==> src/rtl/lsu_mem_stage.sv <==
// Load/store memory stage: issues one data-bus transaction at a time,
// formats store lanes, extracts load data and registers write-back.
module lsu_mem_stage (
   input  logic        clk_i,
   input  logic        rst_i,
   input  logic [31:0] addr_i,
   input  logic [31:0] store_data_i,
   input  logic [4:0]  rd_i,
   input  logic [2:0]  funct3_i,
   input  logic        mem_read_i,
   input  logic        mem_write_i,
   input  logic        mem_to_reg_i,
   input  logic        reg_write_i,
   output logic        dbus_req_o,
   output logic        dbus_we_o,
   output logic [31:0] dbus_addr_o,
   output logic [31:0] dbus_wdata_o,
   output logic [3:0]  dbus_be_o,
   input  logic        dbus_gnt_i,
   input  logic        dbus_rvalid_i,
   input  logic [31:0] dbus_rdata_i,
   output logic        stall_o,
   output logic        misalign_o,
   output logic [31:0] wb_data_o,
   output logic [4:0]  rd_o,
   output logic        reg_write_o
);

   typedef enum logic [1:0] {
      IDLE,
      REQ,
      WAIT_R
   } state_t;

   state_t state;

   logic        is_load;
   logic        is_store;
   logic        mem_op;
   logic        bad_fmt;
   logic        illegal;
   logic        legal_mem;
   logic [3:0]  be_c;
   logic [31:0] wdata_c;
   logic [31:0] rdata_shifted;
   logic [31:0] load_data;
   logic        req_c;
   logic        stall_c;
   logic        unused_inputs;

   // A load is already identified by mem_read_i, so mem_to_reg_i adds nothing here.
   assign unused_inputs = mem_to_reg_i;

   // A simultaneous read and write request is treated as a load.
   assign is_load   = mem_read_i;
   assign is_store  = mem_write_i & ~mem_read_i;
   assign mem_op    = is_load | is_store;
   assign illegal   = mem_op & bad_fmt;
   assign legal_mem = mem_op & ~bad_fmt;

   always_comb begin
      // NOTE: every always_comb output gets a default first so no path can infer a latch.
      bad_fmt = 1'b0;
      case (funct3_i)
         3'b001, 3'b101:         bad_fmt = addr_i[0];
         3'b010:                 bad_fmt = |addr_i[1:0];
         3'b011, 3'b110, 3'b111: bad_fmt = 1'b1;
         default:                bad_fmt = 1'b0;
      endcase
   end

   always_comb begin
      be_c    = 4'b1111;
      wdata_c = store_data_i;
      case (funct3_i[1:0])
         2'b00: begin
            be_c    = 4'b0001 << addr_i[1:0];
            wdata_c = {4{store_data_i[7:0]}};
         end
         2'b01: begin
            be_c    = addr_i[1] ? 4'b1100 : 4'b0011;
            wdata_c = {2{store_data_i[15:0]}};
         end
         default: begin
            be_c    = 4'b1111;
            wdata_c = store_data_i;
         end
      endcase
   end

   // Move the addressed byte/half down to bit 0, then extend by funct3[2].
   assign rdata_shifted = dbus_rdata_i >> {addr_i[1:0], 3'b000};

   always_comb begin
      load_data = rdata_shifted;
      case (funct3_i[1:0])
         2'b00:   load_data = funct3_i[2] ? {24'd0, rdata_shifted[7:0]}
                                          : {{24{rdata_shifted[7]}}, rdata_shifted[7:0]};
         2'b01:   load_data = funct3_i[2] ? {16'd0, rdata_shifted[15:0]}
                                          : {{16{rdata_shifted[15]}}, rdata_shifted[15:0]};
         default: load_data = rdata_shifted;
      endcase
   end

   // Stores finish on grant; loads keep the pipe frozen until read data returns.
   always_comb begin
      req_c   = 1'b0;
      stall_c = 1'b0;
      if (!rst_i) begin
         case (state)
            IDLE: begin
               if (legal_mem) begin
                  req_c   = 1'b1;
                  stall_c = is_load | ~dbus_gnt_i;
               end
            end
            REQ: begin
               req_c   = 1'b1;
               stall_c = is_load | ~dbus_gnt_i;
            end
            WAIT_R: begin
               stall_c = ~dbus_rvalid_i;
            end
            default: begin
               req_c   = 1'b0;
               stall_c = 1'b0;
            end
         endcase
      end
   end

   assign dbus_req_o   = req_c;
   assign dbus_we_o    = is_store;
   assign dbus_addr_o  = {addr_i[31:2], 2'b00};
   assign dbus_wdata_o = wdata_c;
   assign dbus_be_o    = be_c;
   assign stall_o      = stall_c;

   always_ff @(posedge clk_i) begin
      // NOTE: sequential state uses non-blocking assignments so every register samples pre-edge values.
      if (rst_i) begin
         state       <= IDLE;
         wb_data_o   <= 32'd0;
         rd_o        <= 5'd0;
         reg_write_o <= 1'b0;
         misalign_o  <= 1'b0;
      end else begin
         case (state)
            IDLE: begin
               if (legal_mem) begin
                  if (dbus_gnt_i) state <= is_load ? WAIT_R : IDLE;
                  else            state <= REQ;
               end
            end
            REQ: begin
               if (dbus_gnt_i) state <= is_load ? WAIT_R : IDLE;
            end
            WAIT_R: begin
               if (dbus_rvalid_i) state <= IDLE;
            end
            default: state <= IDLE;
         endcase

         misalign_o <= (state == IDLE) && illegal;

         // A stalled cycle leaves a bubble; data and destination hold.
         if (stall_c) begin
            reg_write_o <= 1'b0;
         end else begin
            wb_data_o   <= (state == WAIT_R) ? load_data : addr_i;
            rd_o        <= rd_i;
            reg_write_o <= reg_write_i & ~illegal;
         end
      end
   end

endmodule
==> config.mk <==
export PLATFORM = sky130hd
export DESIGN_NAME = lsu_mem_stage
export DESIGN_NICKNAME = d
export VERILOG_FILES = /design/src/rtl/lsu_mem_stage.sv
export SDC_FILE = /design/constraint.sdc
export NUM_CORES = 1
export LEC_CHECK = 0
export CAP_MARGIN = 20
export CORE_ASPECT_RATIO = 0.75
export CORE_MARGIN = 2
export CORE_UTILIZATION = 36
export CTS_CLUSTER_SIZE = 8
export DETAILED_ROUTE_END_ITERATION = 8
export GPL_ROUTABILITY_DRIVEN = 1
export HOLD_SLACK_MARGIN = 0.05
export PLACE_DENSITY = 0.83
export SLEW_MARGIN = 30
export SYNTH_ARGS = -nofsm -noshare
export SYNTH_HDL_FRONTEND = slang
export SYNTH_SLANG_ARGS = --single-unit
==> constraint.sdc <==
create_clock -name clk_i -period 2.7 [get_ports clk_i]
set_clock_uncertainty 0.2 [all_clocks]
set_input_delay 0.405 -clock clk_i [delete_from_list [all_inputs] [get_ports clk_i]]
set_output_delay 0.405 -clock clk_i [all_outputs]
set_load 0.1 [all_outputs]
==> impl_metrics.json <==
{
  "reg2reg_from": "state[1]",
  "crit_required_ns": 2.10,
  "io_pins": 222,
  "vias_per_cell": 5.31,
  "first_pass_iters": 4,
  "seq_power_share_pct": 22.2,
  "multi_input_area_sq_um": 1840,
  "synth.distinct_cells": 41,
  "dpl_cell_area_sq_um": 5350,
  "highest_layer": "met4",
  "p_per_area_nw_per_um2": 578,
  "nets": 702,
  "drive_gt1_share_pct": 28.5,
  "clkPwrFrac_pct": 19.1,
  "die_w_um": 111,
  "p_switching_uw": 1600,
  "met3_length_um": 1210,
  "final_cell_mix": "109 x clkdlybuf4s50_1, 87 x buf_4, 70 x nand2_1",
  "synthesis.area_sq_um": 3110,
  "cts_tree": "built",
  "setup_violations": 0,
  "seqCellArea_sq_um": 821,
  "gp_congestion": 0.849,
  "period_needed_ns": 2.63,
  "critical_path_buf_inv_count": 2,
  "routedWlPerCell_um": 17.6,
  "met1Wirelength_um": 4710,
  "worstMarginPinSlew_ns": 0.586,
  "die-height_um": 84.5,
  "die_area_sq_um": 9410,
  "grtUsageTotal_pct": 24.9,
  "clk_pin_slew_ns": 0.06,
  "peakVddDrop_mv": 0.326,
  "worstPathCellList": "clkdlybuf4s50_1 > nor2_1 > o32a_4 > a22o_2 > buf_12",
  "antenna_found_initial": 0,
  "clk_latency_ns": 0.28,
  "yosys_warnings": 0,
  "hpwl_um": 9920,
  "pwr-share-comb_pct": 58.7,
  "synth_cells": 421,
  "yosysSeqAreaShare_pct": 26.4,
  "grt_pass1_wl_um": 19000,
  "fillCellCount": 708,
  "path_max_fanout": 5,
  "cts.sinks": 41,
  "area_growth_pct": 77.1,
  "cts_buffers": 5,
  "power_uw": 3180,
  "layout_commonest_cell": "clkdlybuf4s50_1",
  "grt_setup_unrepaired": "no",
  "worstHoldStart": "wb_data_o[31]",
  "diodes": 0,
  "ys_ff_latch": 41,
  "wl_met2_um": 6160,
  "fin_area_sq_um": 5510,
  "cp-end-kind": "primary output",
  "fp.coreArea_sq_um": 8420,
  "remaining_drc_errors": 0,
  "clockRootBuffer": "clkbuf_16",
  "hp-class": "reg -> reg",
  "grt_max_degree": 36,
  "path_class": "in -> out",
  "grt_pass1_vias": 3723,
  "overflow": 0,
  "start_util_pct": 37.0,
  "crit_family": "buffers and inverters",
  "drtIter0Drc": 161,
  "cts_max_level": 2,
  "status": "completed",
  "timing.final.max_slew_violations": 0,
  "maxCapViolations": 0,
  "port_buffers": 218,
  "cpPeakStageDelay_ns": 0.60,
  "critPathSlowestCell": "clkdlybuf4s50_1",
  "timing_hold_violations_final": 0,
  "fin_util_pct": 65.5,
  "antenna_left": 0,
  "max_slew_margin_pct": 60.8,
  "hold_slack_ns": 0.253,
  "clock_path_buffers": 2,
  "p_int_uw": 1590,
  "arrival_ns": 2.02,
  "post-route-period-util_pct": 97.3,
  "post-cts-setup-buffer-count": 0,
  "fmax_mhz": 380,
  "crit_path_start": "funct3_i[1]",
  "num_vias": 3704,
  "avgSynthCellArea_sq_um": 7.39,
  "swShare_pct": 50.1,
  "p_leak_uw": 0.00237,
  "start_kind": "input pin",
  "drt-total-wl_um": 12300,
  "rows": 29
}
## tightest hold or removal path: cells and delay by family (launching register included)
kind            cells  cell delay (ns)
flops               1             0.32
compound gates      1             0.05
simple gates        1             0.05
## cell type report
type | instances | share of cell area [%]
timing repair buffer | 237 | 46.3
tap | 108 | 2.45
clock inverter | 1 | 0.136
sequential | 41 | 14.9
multi-input combinational | 300 | 33.4
clock buffer | 6 | 2.52
inverter | 5 | 0.341
## registers in the layout, summed over array words and instances (netlist names)
name,count
misalign_o,1
rd_o,5
reg_write_o,1
state,2
wb_data_o,32
## cells in the mapped netlist
cell	instances	share of area (%)
o21bai_1	4	0.97
buf_1	2	0.24
nand2b_1	1	0.20
mux2i_1	24	7.7
a21oi_1	10	1.6
o2111ai_1	1	0.28
or3b_2	1	0.28
nor4bb_1	1	0.32
a21oi_4	1	0.52
o31ai_1	16	3.9
nor3_1	10	1.6
o31ai_2	1	0.40
o21ai_1	1	0.16
a22o_1	1	0.28
mux2_2	11	4.0
nor4_1	2	0.40
o211ai_1	3	0.72
clkbuf_1	17	2.1
nor2_2	1	0.20
buf_2	6	0.97
nand3_1	8	1.3
dfxtp_1	41	26
nand3b_1	1	0.24
a211oi_1	24	5.8
nor2b_1	8	1.6
a21o_2	1	0.28
or2_2	1	0.20
or3_1	1	0.20
buf_6	3	1.1
nand2_2	1	0.20
a311oi_1	9	2.5
conb_1	1	0.12
nand2_1	70	8.4
buf_4	48	12
nor4b_1	1	0.28
o32a_4	1	0.72
o21ai_0	23	3.7
inv_1	4	0.48
nor2_1	51	6.2
a31oi_1	9	1.8
inv_2	1	0.12
## cell families after synthesis
group	synth area share [%]
AND/OR/NAND/NOR	21.6
AO/OA/AOI/OAI	23.6
buffers and inverters	16.5
flip-flops	26.4
multiplexers	11.7
other	0.121
## routing by layer
layer	global-route usage (%)	up-vias
met1	27.9	1742
met5	0	-
li1	-	1784
met4	5.16	0
met2	45.2	164
met3	10.0	14
## per-stage QoR
stage / worst slack, ns / TNS (ns) / instances
2_1_floorplan: -0.418 / -1.94 / 422
3_3_place_gp: -0.151 / -0.472 / 691
3_5_place_dp: -0.160 / -1.00 / 691
4_1_cts: 0.0564 / 0 / 698
5_1_grt: 0.0130 / 0 / 698
6_report: 0.0719 / 0 / 698
## what timing repair did
item	in CTS	in global routing
setup endpoints to repair	2	2
gates cloned	0	0
hold buffers	0	0
pin swaps	0	1
resized for setup	2	1
## path summary, 6_finish.rpt
check                                     end  slack, ns  depth (start not counted)
worst max-delay path                  stall_o       0.07                          5
worst min-delay path            wb_data_o[31]       0.25                          2
worst max register to register   wb_data_o[4]       0.54                          6
worst min register to register  wb_data_o[31]       0.25                          2
## power by group through the flow
stage | Clock [uW] | Combinational [uW] | Sequential, uW
floorplan | 0 | 857 | 1170
global placement | 0 | 1850 | 716
detailed placement | 0 | 1870 | 719
CTS | 605 | 1870 | 706
global route | 629 | 1930 | 715
finish | 608 | 1870 | 706
Note: power is estimated with default switching activity, not from simulation.
